==> config.mk <==
export PLATFORM = sky130hd
export DESIGN_NAME = audiomini_capture_writer
export DESIGN_NICKNAME = d
export VERILOG_FILES = /design/src/rtl/audiomini_pkg.sv /design/src/rtl/audiomini_sync_fifo.sv /design/src/rtl/audiomini_capture_writer.sv
export SDC_FILE = /design/constraint.sdc
export NUM_CORES = 1
export LEC_CHECK = 0
export ABC_AREA = 1
export CAP_MARGIN = 20
export CORE_MARGIN = 2
export CORE_UTILIZATION = 45
export CTS_CLUSTER_SIZE = 40
export DETAILED_ROUTE_END_ITERATION = 10
export GPL_ROUTABILITY_DRIVEN = 0
export SLEW_MARGIN = 20
export SYNTH_ARGS = -nofsm -noshare
export SYNTH_HDL_FRONTEND = slang
export SYNTH_SLANG_ARGS = --single-unit
==> constraint.sdc <==
create_clock -name clk -period 5.3 [get_ports clk]
set_input_delay 1.06 -clock clk [delete_from_list [all_inputs] [get_ports clk]]
set_output_delay 1.06 -clock clk [all_outputs]
set_load 0.05 [all_outputs]
==> src/rtl/audiomini_pkg.sv <==
// Shared types and constants for the audiomini capture path.
package audiomini_pkg;

  typedef enum logic [1:0] {
    IDLE  = 2'd0,
    RUN   = 2'd1,
    DRAIN = 2'd2,
    DONE  = 2'd3
  } capture_state_t;

  localparam logic CH_LEFT    = 1'b0;
  localparam logic CH_RIGHT   = 1'b1;
  localparam int   WRAP_CNT_W = 16;

endpackage

==> src/rtl/audiomini_sync_fifo.sv <==
// Small synchronous FIFO with full/empty flags; the head word is read straight
// from the storage registers, so it is valid as soon as empty is low.
module audiomini_sync_fifo #(
  parameter int WIDTH = 64,
  parameter int DEPTH = 4
) (
  input  logic             clk,
  input  logic             reset,
  input  logic             clear,
  input  logic             push,
  input  logic [WIDTH-1:0] wr_data,
  input  logic             pop,
  output logic [WIDTH-1:0] rd_data,
  output logic             full,
  output logic             empty
);

  localparam int PTR_W = $clog2(DEPTH);
  localparam logic [PTR_W:0] DEPTH_C = (PTR_W + 1)'(DEPTH);

  logic [WIDTH-1:0] mem [DEPTH];
  logic [PTR_W-1:0] wr_ptr;
  logic [PTR_W-1:0] rd_ptr;
  logic [PTR_W:0]   count;
  logic             do_push;
  logic             do_pop;

  assign full    = (count == DEPTH_C);
  assign empty   = (count == '0);
  assign do_pop  = pop & ~empty;
  // A pop in the same cycle frees the slot, so a push into a full FIFO still lands.
  assign do_push = push & (~full | do_pop);
  assign rd_data = mem[rd_ptr];

  // NOTE: sequential state uses non-blocking assignments so every register
  // samples pre-edge values, independent of statement order.
  always_ff @(posedge clk) begin
    if (reset) begin
      wr_ptr <= '0;
      rd_ptr <= '0;
      count  <= '0;
      // NOTE: the storage is reset too, so the bus shows zeros out of reset
      // rather than unknown data; larger memories would normally be left unreset.
      for (int i = 0; i < DEPTH; i++) mem[i] <= '0;
    end else if (clear) begin
      wr_ptr <= '0;
      rd_ptr <= '0;
      count  <= '0;
    end else begin
      if (do_push) begin
        mem[wr_ptr] <= wr_data;
        wr_ptr      <= wr_ptr + 1'b1;
      end
      if (do_pop) rd_ptr <= rd_ptr + 1'b1;
      if (do_push && !do_pop)      count <= count + 1'b1;
      else if (!do_push && do_pop) count <= count - 1'b1;
    end
  end

endmodule

==> src/rtl/audiomini_capture_writer.sv <==
// Packs stereo Avalon-ST samples into L/R words and writes them through an
// Avalon-MM master into a circular or one-shot address window.
module audiomini_capture_writer
  import audiomini_pkg::*;
#(
  parameter int DATA_W     = 32,
  parameter int ADDR_W     = 13,
  parameter int FIFO_DEPTH = 4
) (
  input  logic                  clk,
  input  logic                  reset,
  input  logic [DATA_W-1:0]     ast_data,
  input  logic                  ast_channel,
  input  logic                  ast_valid,
  input  logic                  cfg_enable,
  input  logic                  cfg_oneshot,
  input  logic [ADDR_W-1:0]     cfg_base,
  input  logic [ADDR_W-1:0]     cfg_len,
  output logic [ADDR_W-1:0]     avm_address,
  output logic                  avm_write,
  output logic [2*DATA_W-1:0]   avm_writedata,
  output logic [DATA_W/4-1:0]   avm_byteenable,
  input  logic                  avm_waitrequest,
  output logic                  sts_busy,
  output logic                  sts_done,
  output logic                  sts_overflow,
  output logic                  sts_sync_err,
  output logic [WRAP_CNT_W-1:0] sts_wrap_count
);

  capture_state_t      state, state_next;
  logic [ADDR_W-1:0]   wptr, base_q, last_q;
  logic                oneshot_q;
  logic                held_v, pair_v;
  logic [DATA_W-1:0]   held_d;
  logic [2*DATA_W-1:0] pair_d;
  logic                fifo_full, fifo_empty, fifo_clear;
  logic                start, push, accept, at_last, window_end;

  assign start      = (state == IDLE) && cfg_enable;
  assign sts_busy   = (state == RUN) || (state == DRAIN);
  assign avm_write  = sts_busy && !fifo_empty;
  assign accept     = avm_write && !avm_waitrequest;
  assign at_last    = (wptr == last_q);
  assign window_end = accept && at_last && oneshot_q;
  // A pair completed in the last RUN cycle still gets queued while draining.
  assign push       = pair_v && sts_busy;
  // Words queued beyond a finished one-shot window are discarded, never written.
  assign fifo_clear = start || window_end;

  assign avm_address    = wptr;
  assign avm_byteenable = '1;

  audiomini_sync_fifo #(
    .WIDTH (2 * DATA_W),
    .DEPTH (FIFO_DEPTH)
  ) u_fifo (
    .clk     (clk),
    .reset   (reset),
    .clear   (fifo_clear),
    .push    (push),
    .wr_data (pair_d),
    .pop     (accept),
    .rd_data (avm_writedata),
    .full    (fifo_full),
    .empty   (fifo_empty)
  );

  // NOTE: the default assignment first makes every path drive state_next,
  // so no latch is inferred.
  always_comb begin
    state_next = state;
    case (state)
      IDLE:    if (cfg_enable) state_next = RUN;
      RUN:     if (window_end) state_next = DONE;
               else if (!cfg_enable) state_next = DRAIN;
      DRAIN:   if (window_end) state_next = DONE;
               else if (fifo_empty && !pair_v) state_next = IDLE;
      DONE:    if (!cfg_enable) state_next = IDLE;
      default: state_next = IDLE;
    endcase
  end

  always_ff @(posedge clk) begin
    if (reset) begin
      state          <= IDLE;
      wptr           <= '0;
      base_q         <= '0;
      last_q         <= '0;
      oneshot_q      <= 1'b0;
      held_v         <= 1'b0;
      held_d         <= '0;
      pair_v         <= 1'b0;
      pair_d         <= '0;
      sts_done       <= 1'b0;
      sts_overflow   <= 1'b0;
      sts_sync_err   <= 1'b0;
      sts_wrap_count <= '0;
    end else begin
      state  <= state_next;
      pair_v <= 1'b0;
      if (start) begin
        base_q         <= cfg_base;
        last_q         <= cfg_base + cfg_len - 1'b1;  // len 0 wraps to the full space
        oneshot_q      <= cfg_oneshot;
        wptr           <= cfg_base;
        held_v         <= 1'b0;
        sts_done       <= 1'b0;
        sts_overflow   <= 1'b0;
        sts_sync_err   <= 1'b0;
        sts_wrap_count <= '0;
      end else begin
        if (state == RUN && ast_valid) begin
          if (ast_channel == CH_LEFT) begin
            if (held_v) sts_sync_err <= 1'b1;
            held_v <= 1'b1;
            held_d <= ast_data;
          end else if (held_v) begin
            pair_v <= 1'b1;
            pair_d <= {ast_data, held_d};
            held_v <= 1'b0;
          end else begin
            sts_sync_err <= 1'b1;
          end
        end
        if (state_next != RUN) held_v <= 1'b0;
        if (push && fifo_full && !accept) sts_overflow <= 1'b1;
        if (accept) begin
          if (!at_last) begin
            wptr <= wptr + 1'b1;
          end else if (oneshot_q) begin
            sts_done <= 1'b1;
          end else begin
            wptr <= base_q;
            if (sts_wrap_count != '1) sts_wrap_count <= sts_wrap_count + 1'b1;
          end
        end
      end
    end
  end

endmodule
==> metrics, run 1 <==
status completed; critical path startpoint category flip-flop; final hold vios 0; critical-path maximum fanout 108; final worst path period need 4.45 ns; asr flop ratio synth 0%; Mapped Area 18700 um2; Die W 208 um; I/O Buffers 162; per-instance average area after synthesis 8.89 um2; setup tns final 0 ns; post-synthesis cell count 2109; hold_buf cts 0; vias 14500; DR iter-0 viols 1069; Residual DRC 0; Pleak 8.72 nW; drt first pass iters 7; MaxCap Viol Count 0; Post-DP HPWL 32100 um; Crit Reg-Reg Startpoint state[1]; nets 2330; WS Path Type reg2out; Area Overhead vs Synth 19.2%; post-route ant nets 0; Reg area 11100 um2; Fin Clk Skew 0.0306 ns; CTS Buf Count 46; # rows 74; VDD IR max 0.236 mV; clock sinks 424; postcts setup bufs 0; register area share after synthesis 59.0%; area of the multi-input gates 6230 um2; GRT Total Usage 23.0%; Worst Hold Class reg2reg; boundary pin count 171; root buffer cell clkbuf_16; flop-to-flop setup slack 1.87 ns; Core ar. 41000 um2; fmax 0.224 GHz; Post-synth top flop edfxtp_1; final worst slack 0.846 ns; # fillers 3770; Detailed Route WL 49900 um; Avg WL per Cell 17.8 um; RSZ-0062 raised after global routing false; Die Y 208 um; Final Slew Violations 0; maximum clock path buffer count 3; Synth cell types 42; setup violators final 0; largest net degree at the start of global routing 109; number of synthesized flops with an enable pin 256; DR vias/cell 5.17; arrival time worst endpoint 3.39 ns; critical path required time 4.24 ns; starting density of the core 45.7%; vias in the first global route 13900; # H-tree levels 2; Tcrit/Tclk final 84.0%; global route overflow 0; layout cells sized above 1 5.29%; initial antenna violation count 2; CTS tree done; die area 43300 um2; Worst-path clk slew 0.06 ns; Resize count post-CTS 0; Worst-Margin Slew 0.999 ns; relative slew slack 33.3%; Final Instance Area 22300 um2; dpl ws 1.08 ns; number of synthesized register bits 424; Post-DP Area 20800 um2; global-route wire length before repair 77600 um; Worst-Skew Late Latency 0.58 ns; fin util 54.5%; Ys Warns 0; PD cells 338 nW/um2; hold path start base_q[2]; CP endpoint kind output port
==> state kept, by name, indices dropped and copies added, names as in the netlist, named ones only <==
name            flops
u_fifo.mem        256
pair_d             64
held_d             32
sts_wrap_count     16
avm_address        13
base_q             13
last_q             13
u_fifo.count        3
state               2
u_fifo.rd_ptr       2
u_fifo.wr_ptr       2
held_v              1
oneshot_q           1
pair_v              1
sts_done            1
sts_overflow        1
sts_sync_err        1
==> placed cells by master, fill, tap and decap left out, types with 21 or more instances in the layout <==
cell type / instances
nor2_1: 476
ha_1: 31
o21ai_0: 269
nand2_1: 242
nand3_1: 32
buf_4: 21
edfxtp_1: 256
a21oi_1: 102
clkdlybuf4s50_1: 162
xor2_1: 22
inv_1: 245
clkbuf_16: 49
dfxtp_1: 166
o22ai_1: 72
==> logic make-up after synthesis <==
group / count (synthesis) / share of synthesized area [%]
other: 1 / 0.0200
DFF: 424 / 59.0
adders and majority gates: 33 / 2.28
muxes: 1 / 0.0534
xor gates and xnor gates: 26 / 1.21
buffers and inverters: 377 / 8.00
AOI/OAI and AO/OA: 453 / 12.7
and+or+nand+nor: 794 / 16.8
==> worst max-delay path, cell delays in order (launching register included) <==
cell	delay (ns)
dfxtp_4	0.64
clkinv_2	0.43
buf_12	0.31
o21ai_0	0.41
o22ai_1	0.13
clkdlybuf4s50_1	0.71
==> worst paths after layout <==
check / endpoint / cells after the start
max: avm_writedata[63] / 5
max reg2reg: u_fifo.mem[3][32] / 11
min reg2reg: base_q[2] / 2
min: base_q[2] / 2
==> cell usage after synthesis (5+ instances only) <==
cell type    n  area (um2)
nand3_1     32         160
xor2_1      22         193
ha_1        31         388
a21oi_1    102         510
nand2_1    247         927
clkbuf_1    89         334
buf_4       20         150
o22ai_1     72         450
inv_1      249         935
nor3_1      13        65.1
o21ai_0    269        1350
nor2_1     476        1790
buf_2        5        25.0
inv_2        6        22.5
dfxtp_1    168        3360
edfxtp_1   256        7690
buf_1        5        18.8
nand4_1      7        43.8
==> report_power, final <==
| part | switching [mW] | total (mW) | leakage, nW | internal, mW |
|---|---|---|---|---|
| Clock | 1.29 | 3.25 | 0.763 | 1.95 |
| Combinational | 0.433 | 0.648 | 3.96 | 0.215 |
| Sequential | 0.0541 | 3.65 | 4.01 | 3.59 |
==> per-stage QoR <==
stage | hold WS (ns) | total power, mW | std cells
floorplan | 0.414 | 4.12 | 2116
global placement | 0.424 | 4.36 | 2716
detailed placement | 0.436 | 4.37 | 2716
CTS | 0.450 | 7.60 | 2802
global route | 0.484 | 7.81 | 2802
finish | 0.447 | 7.54 | 2803
==> routing by layer <==
layer	GRT usage [%]	vias to the layer above	wire length, um
li1	-	7152	-
met1	29.9	6862	21400
met2	38.9	404	24000
met3	3.06	78	2750
met4	9.30	0	1730
met5	0	-	0
==> final cells by class <==
class	count	area share, %
antenna	1	0.0112
tap	532	2.98
timing repair buffer	187	8.32
inverter	258	4.36
clock buffer	70	6.20
sequential	424	49.5
clock inverter	16	0.750
multi-input combinational	1315	27.9
No activity file was read; power rests on OpenSTA's default activity.
==> run 2: changes to the inputs <==
--- a/config.mk
+++ b/config.mk
@@ -12,6 +12,7 @@
 export CTS_CLUSTER_SIZE = 40
 export DETAILED_ROUTE_END_ITERATION = 10
 export GPL_ROUTABILITY_DRIVEN = 0
+export PLACE_DENSITY = 0.67
 export SLEW_MARGIN = 20
 export SYNTH_ARGS = -nofsm -noshare
 export SYNTH_HDL_FRONTEND = slang
==> constraint.sdc (replaced) <==
create_clock -name clk -period 4 [get_ports clk]
set_input_delay 0.8 -clock clk [delete_from_list [all_inputs] [get_ports clk]]
set_output_delay 0.8 -clock clk [all_outputs]
set_load 0.05 [all_outputs]
==> run 2 against run 1 <==
Clock power increased by 27%. Worst hold slack improved by 0.0030 ns. Die area unchanged. Worst setup slack got worse by 0.27 ns. Global-route usage decreased by 0.20 points. First-iteration DRC count increased by 14%. Critical endpoint is now avm_writedata[27]. Largest power group unchanged.
==> metrics, run 2 (synthesis results as in run 1) <==
# fillers 3731 (-1.0%); CP max stage cell dfxtp_4; Area Overhead vs Synth 18.3%; RSZ-0062 raised after global routing false; MaxCap Viol Count 0 (unchanged); crit-path cells buf_4 -> o21ai_0 -> o22ai_1 -> buf_4; hold_buf cts 0 (unchanged); vias in the first global route 14400 (+3.8%); boundary pin count 171 (unchanged); global-route wire length before repair 78200 um (+0.68%); R2R cell count 12 (+1); critical-path maximum fanout 51 (-53%); postcts setup bufs 0 (unchanged); starting density of the core 45.7% (unchanged); Crit path largest cell delay 0.64 ns (-0.07 ns); CP dominant cell by count buf_4; Worst Hold End sts_overflow; most frequent cells in the layout nor2_1 (476), o21ai_0 (269), edfxtp_1 (256); final hold vios 0 (unchanged); CP endpoint kind output port; DR vias/cell 5.27 (+2.0%); root buffer cell clkbuf_16; final worst slack 0.575 ns (-0.271 ns); WHS 0.450 ns (+0.00297 ns); flop-to-flop setup slack 0.99 ns (-0.88 ns); WS Path Type reg2out; commonest non-fill, non-tap cell in the layout nor2_1; Tcrit/Tclk final 85.6%; Die Y 208 um (unchanged); drt first pass iters 5 (-2); clock sinks 424 (unchanged); vias 14800 (+2.1%); Pleak 8.79 nW (+0.75%); total power 9.84 mW (+30%); post-route ant nets 0 (unchanged); Die W 208 um (unchanged); Avg WL per Cell 17.8 um (-0.12%); relative slew slack 33.3% (about the same); # H-tree levels 2 (unchanged); Top Registers u_fifo.mem (256), pair_d (64), held_d (32); Detailed Route WL 49900 um (about the same); CTS Buf Count 45 (-2.2%); CTS tree done; final worst path period need 3.42 ns; setup violators final 0 (unchanged); Final Slew Violations 0 (unchanged); I/O Buffers 162 (unchanged); VDD IR max 0.314 mV (+33%); Post-DP HPWL 31400 um (-2.1%); critical path startpoint category flip-flop; Worst Hold Class reg2reg; fmax 0.292 GHz; Crit Reg-Reg Startpoint state[1]; nets 2336 (+0.26%); PD cells 444 nW/um2 (+31%); DR iter-0 viols 1219 (+14%); Fin Clk Skew 0.0145 ns (-0.0160 ns); Resize count post-CTS 0 (unchanged); Core ar. 41000 um2 (unchanged); # rows 74 (unchanged); Worst-path clk slew 0.06 ns (about the same); status completed; largest net degree at the start of global routing 74 (-32%); Largest Register u_fifo.mem; Worst-Margin Slew 1.00 ns (+0.0000771 ns); initial antenna violation count 1 (-1); critical path required time 3.20 ns (-1.04 ns); WHS Path Cells 2 (unchanged); hold path start sts_overflow; setup tns final 0 ns (unchanged); dpl ws 0.658 ns (-0.418 ns); GRT Total Usage 22.8% (-0.20 points); r2r endpoint u_fifo.mem[0][15]; Worst-Skew Late Latency 0.57 ns (about the same); arrival time worst endpoint 2.62 ns (-0.77 ns); # diodes 0 (-1); Residual DRC 0 (unchanged); global route overflow 0 (unchanged); die area 43300 um2 (unchanged); maximum clock path buffer count 3 (unchanged); layout cells sized above 1 8.27% (+3.0 points); max FFs per register 256 (unchanged)
run 2: cell types whose count changed in the layout (fill, tap and decap cells not counted), sizes merged:
cell	previous run	this run
clkbuf	70	60
diode	1	0
buf	25	96
clkinv	14	19
inv	257	254
clkdlybuf4s50	162	98
clkinvlp	0	4
bufinv	3	4
run 2: worst max-delay path by stage:
| stage | startpoint | to | depth (start not counted) |
|---|---|---|---|
| final | flip-flop | avm_writedata[27] | 4 |
| after floorplan | state[1] | u_fifo.mem[2][0] | 9 |
| after global routing | flip-flop | avm_writedata[29] | 4 |
| after global placement | cfg_base[1] | last_q[9] | 17 |
| after CTS | flip-flop | avm_writedata[12] | 4 |
| after detailed placement | cfg_base[3] | last_q[12] | 14 |
run 2: layer usage:
metal	wire length [um]	part of all wire, %	vias to the layer above	global-route usage, %
li1	-	-	7170	-
met1	20400	41	7022	28.3
met2	24300	49	504	39.5
met3	3520	7.1	103	4.71
met4	1620	3.3	0	7.96
met5	0	0	-	0
run 2: critical path, delay by kind of cell (launching register included):
family	cells	cell delay (ns)
buffers and inverters	2	0.82
flip-flops	1	0.64
AO/OA/AOI/OAI	2	0.54
run 2: metrics by stage:
| step | instances | util, % | instance area, um2 |
|---|---|---|---|
| CTS | 2806 | 54.1 | 22200 |
| global route | 2806 | 54.1 | 22200 |
| floorplan | 2116 | - | 18800 |
| finish | 2806 | 54.1 | 22200 |
| detailed placement | 2723 | 50.5 | 20700 |
| global placement | 2723 | 50.5 | 20700 |
run 2: power breakdown:
part           switching [mW]  internal, mW  total [mW]  leakage, nW
registers              0.0698          4.76        4.83         4.01
logic                   0.582         0.286       0.868         4.08
clock network            1.73          2.42        4.14        0.699
total                    2.38          7.46        9.84         8.79
run 2: area by class of cell:
cell class                      count  area, um2  area share, %
Tap cell                          532        666           3.00
Multi-Input combinational cell   1315       6230           28.1
Clock inverter                     23        233           1.05
Clock buffer                       60       1220           5.52
Sequential cell                   424      11100           49.9
Inverter                          258        973           4.39
Timing Repair Buffer              194       1790           8.07
==> run 3: changes to the inputs <==
--- a/config.mk
+++ b/config.mk
@@ -12,6 +12,7 @@
 export CTS_CLUSTER_SIZE = 40
 export DETAILED_ROUTE_END_ITERATION = 10
 export GPL_ROUTABILITY_DRIVEN = 0
+export MAX_ROUTING_LAYER = met4
 export PLACE_DENSITY = 0.67
 export SLEW_MARGIN = 20
 export SYNTH_ARGS = -nofsm -noshare
==> run 3 against run 2 <==
Routed wire length is 0.12% lower. Critical path depth did not move. Clock skew is 0.00061 ns lower. First-iteration DRC count increased by 1.1%. Worst hold slack worse by 0.0011 ns. Clock power about the same. Power about the same. Sequential cell count unchanged. Critical path type unchanged. Critical endpoint unchanged. Largest power group unchanged. Highest routed layer unchanged.
==> metrics, run 3 (synthesis results as in run 1) <==
status completed; die area 43300 um2 (unchanged); GRT Total Usage 23.5% (+0.72 points); relative slew slack 32.9% (-0.42 points); Worst-Skew Late Latency 0.57 ns (about the same); critical path required time 3.20 ns (about the same); VDD IR max 0.315 mV (about the same); Worst Hold Class reg2reg; critical path startpoint category flip-flop; Critical Path Sink avm_writedata[27]; Worst-Margin Slew 1.01 ns (+0.00632 ns); setup tns final 0 ns (unchanged); DR iter-0 viols 1232 (+1.1%); RSZ-0062 raised after global routing false; WS Path Type reg2out; global route overflow 0 (unchanged); Crit Reg-Reg Startpoint state[1]; Die Y 208 um (unchanged); root buffer cell clkbuf_16; starting density of the core 45.7% (unchanged); r2r endpoint u_fifo.mem[0][15]; vias in the first global route 14400 (-0.21%); flop-to-flop setup slack 1.01 ns (+0.02 ns); nets 2336 (unchanged); final worst slack 0.583 ns (+0.00783 ns); # fillers 3731 (unchanged); boundary pin count 171 (unchanged); CP endpoint kind output port; global-route wire length before repair 78200 um (about the same); final worst path period need 3.42 ns (-0.00783 ns); maximum clock path buffer count 3 (unchanged); Top Registers u_fifo.mem (256), pair_d (64), held_d (32); layout cells sized above 1 8.27% (unchanged); largest net degree at the start of global routing 74 (unchanged); commonest non-fill, non-tap cell in the layout nor2_1; # rows 74 (unchanged); clock sinks 424 (unchanged); dpl ws 0.658 ns (unchanged); Core ar. 41000 um2 (unchanged); setup violators final 0 (unchanged); Fin Clk Skew 0.0139 ns (-0.000607 ns); I/O Buffers 162 (unchanged); Post-DP HPWL 31400 um (unchanged); total power 9.84 mW (about the same); R2R cell count 12 (unchanged); fmax 0.293 GHz (+0.23%); Worst-path clk slew 0.06 ns (about the same); post-route ant nets 0 (unchanged); hold_buf cts 0 (unchanged); MaxCap Viol Count 0 (unchanged); Final Slew Violations 0 (unchanged); PD cells 444 nW/um2 (about the same); Area Overhead vs Synth 18.3% (about the same); postcts setup bufs 0 (unchanged); vias 14900 (+0.64%); drt first pass iters 6 (+1); Avg WL per Cell 17.7 um (-0.15%); Largest Register u_fifo.mem; CTS tree done; arrival time worst endpoint 2.62 ns (about the same); max FFs per register 256 (unchanged); CTS Buf Count 45 (unchanged); DR vias/cell 5.31 (+0.61%); Residual DRC 0 (unchanged); # H-tree levels 2 (unchanged); Pleak 8.79 nW (about the same); most frequent cells in the layout nor2_1 (476), o21ai_0 (269), edfxtp_1 (256); final hold vios 0 (unchanged); critical-path maximum fanout 51 (unchanged); initial antenna violation count 1 (unchanged); Detailed Route WL 49800 um (-0.12%); Die W 208 um (unchanged); fin util 54.1% (about the same); Tcrit/Tclk final 85.4% (-0.20 points); Resize count post-CTS 0 (unchanged)
-- run 3: where the power goes --
| part | switching, mW | leakage [nW] | internal, mW |
|---|---|---|---|
| combinational | 0.580 | 4.08 | 0.286 |
| sequential | 0.0698 | 4.01 | 4.76 |
| clock | 1.72 | 0.699 | 2.42 |
-- run 3: worst min path at each step --
| stage | from | endpoint | slack (ns) | cells past startpoint |
|---|---|---|---|---|
| floorplan | base_q[0] | base_q[0] | 0.41 | 2 |
| global placement | base_q[2] | base_q[2] | 0.43 | 2 |
| detailed placement | base_q[2] | base_q[2] | 0.44 | 2 |
| CTS | base_q[2] | base_q[2] | 0.45 | 2 |
| global route | sts_overflow | sts_overflow | 0.48 | 2 |
| finish | base_q[2] | base_q[2] | 0.45 | 2 |
-- run 3: critical path: stages (launching register included) --
cell,delay [ns]
dfxtp_4,0.64
buf_4,0.54
o21ai_0,0.17
o22ai_1,0.37
buf_4,0.28
-- run 3: per-layer routing --
metal  vias up  global-route usage, %  routed length (um)
li1       7178                      -                   -
met1      7059                   28.7               20100
met2       552                   39.3               24400
met3       105                   4.47                3720
met4         0                   7.96                1590
met5         -                      -                   0
-- run 3: area by class of cell --
class / count / area [um2] / area share (%)
repair buffers: 194 / 1790 / 8.07
inverters: 258 / 973 / 4.39
clock buffers: 60 / 1220 / 5.52
well taps: 532 / 666 / 3.00
multi-input cells: 1315 / 6230 / 28.1
clock inverters: 23 / 233 / 1.05
diodes: 1 / 2.50 / 0.0113
flip-flops and latches: 424 / 11100 / 49.9
-- run 3: metrics by stage --
stage	instance area (um2)	cells	hold slack, ns
3_5_place_dp	20700	2723	0.437
5_1_grt	22200	2807	0.475
3_3_place_gp	20700	2723	0.427
6_report	22200	2807	0.449
4_1_cts	22200	2806	0.451
2_1_floorplan	18800	2116	0.414
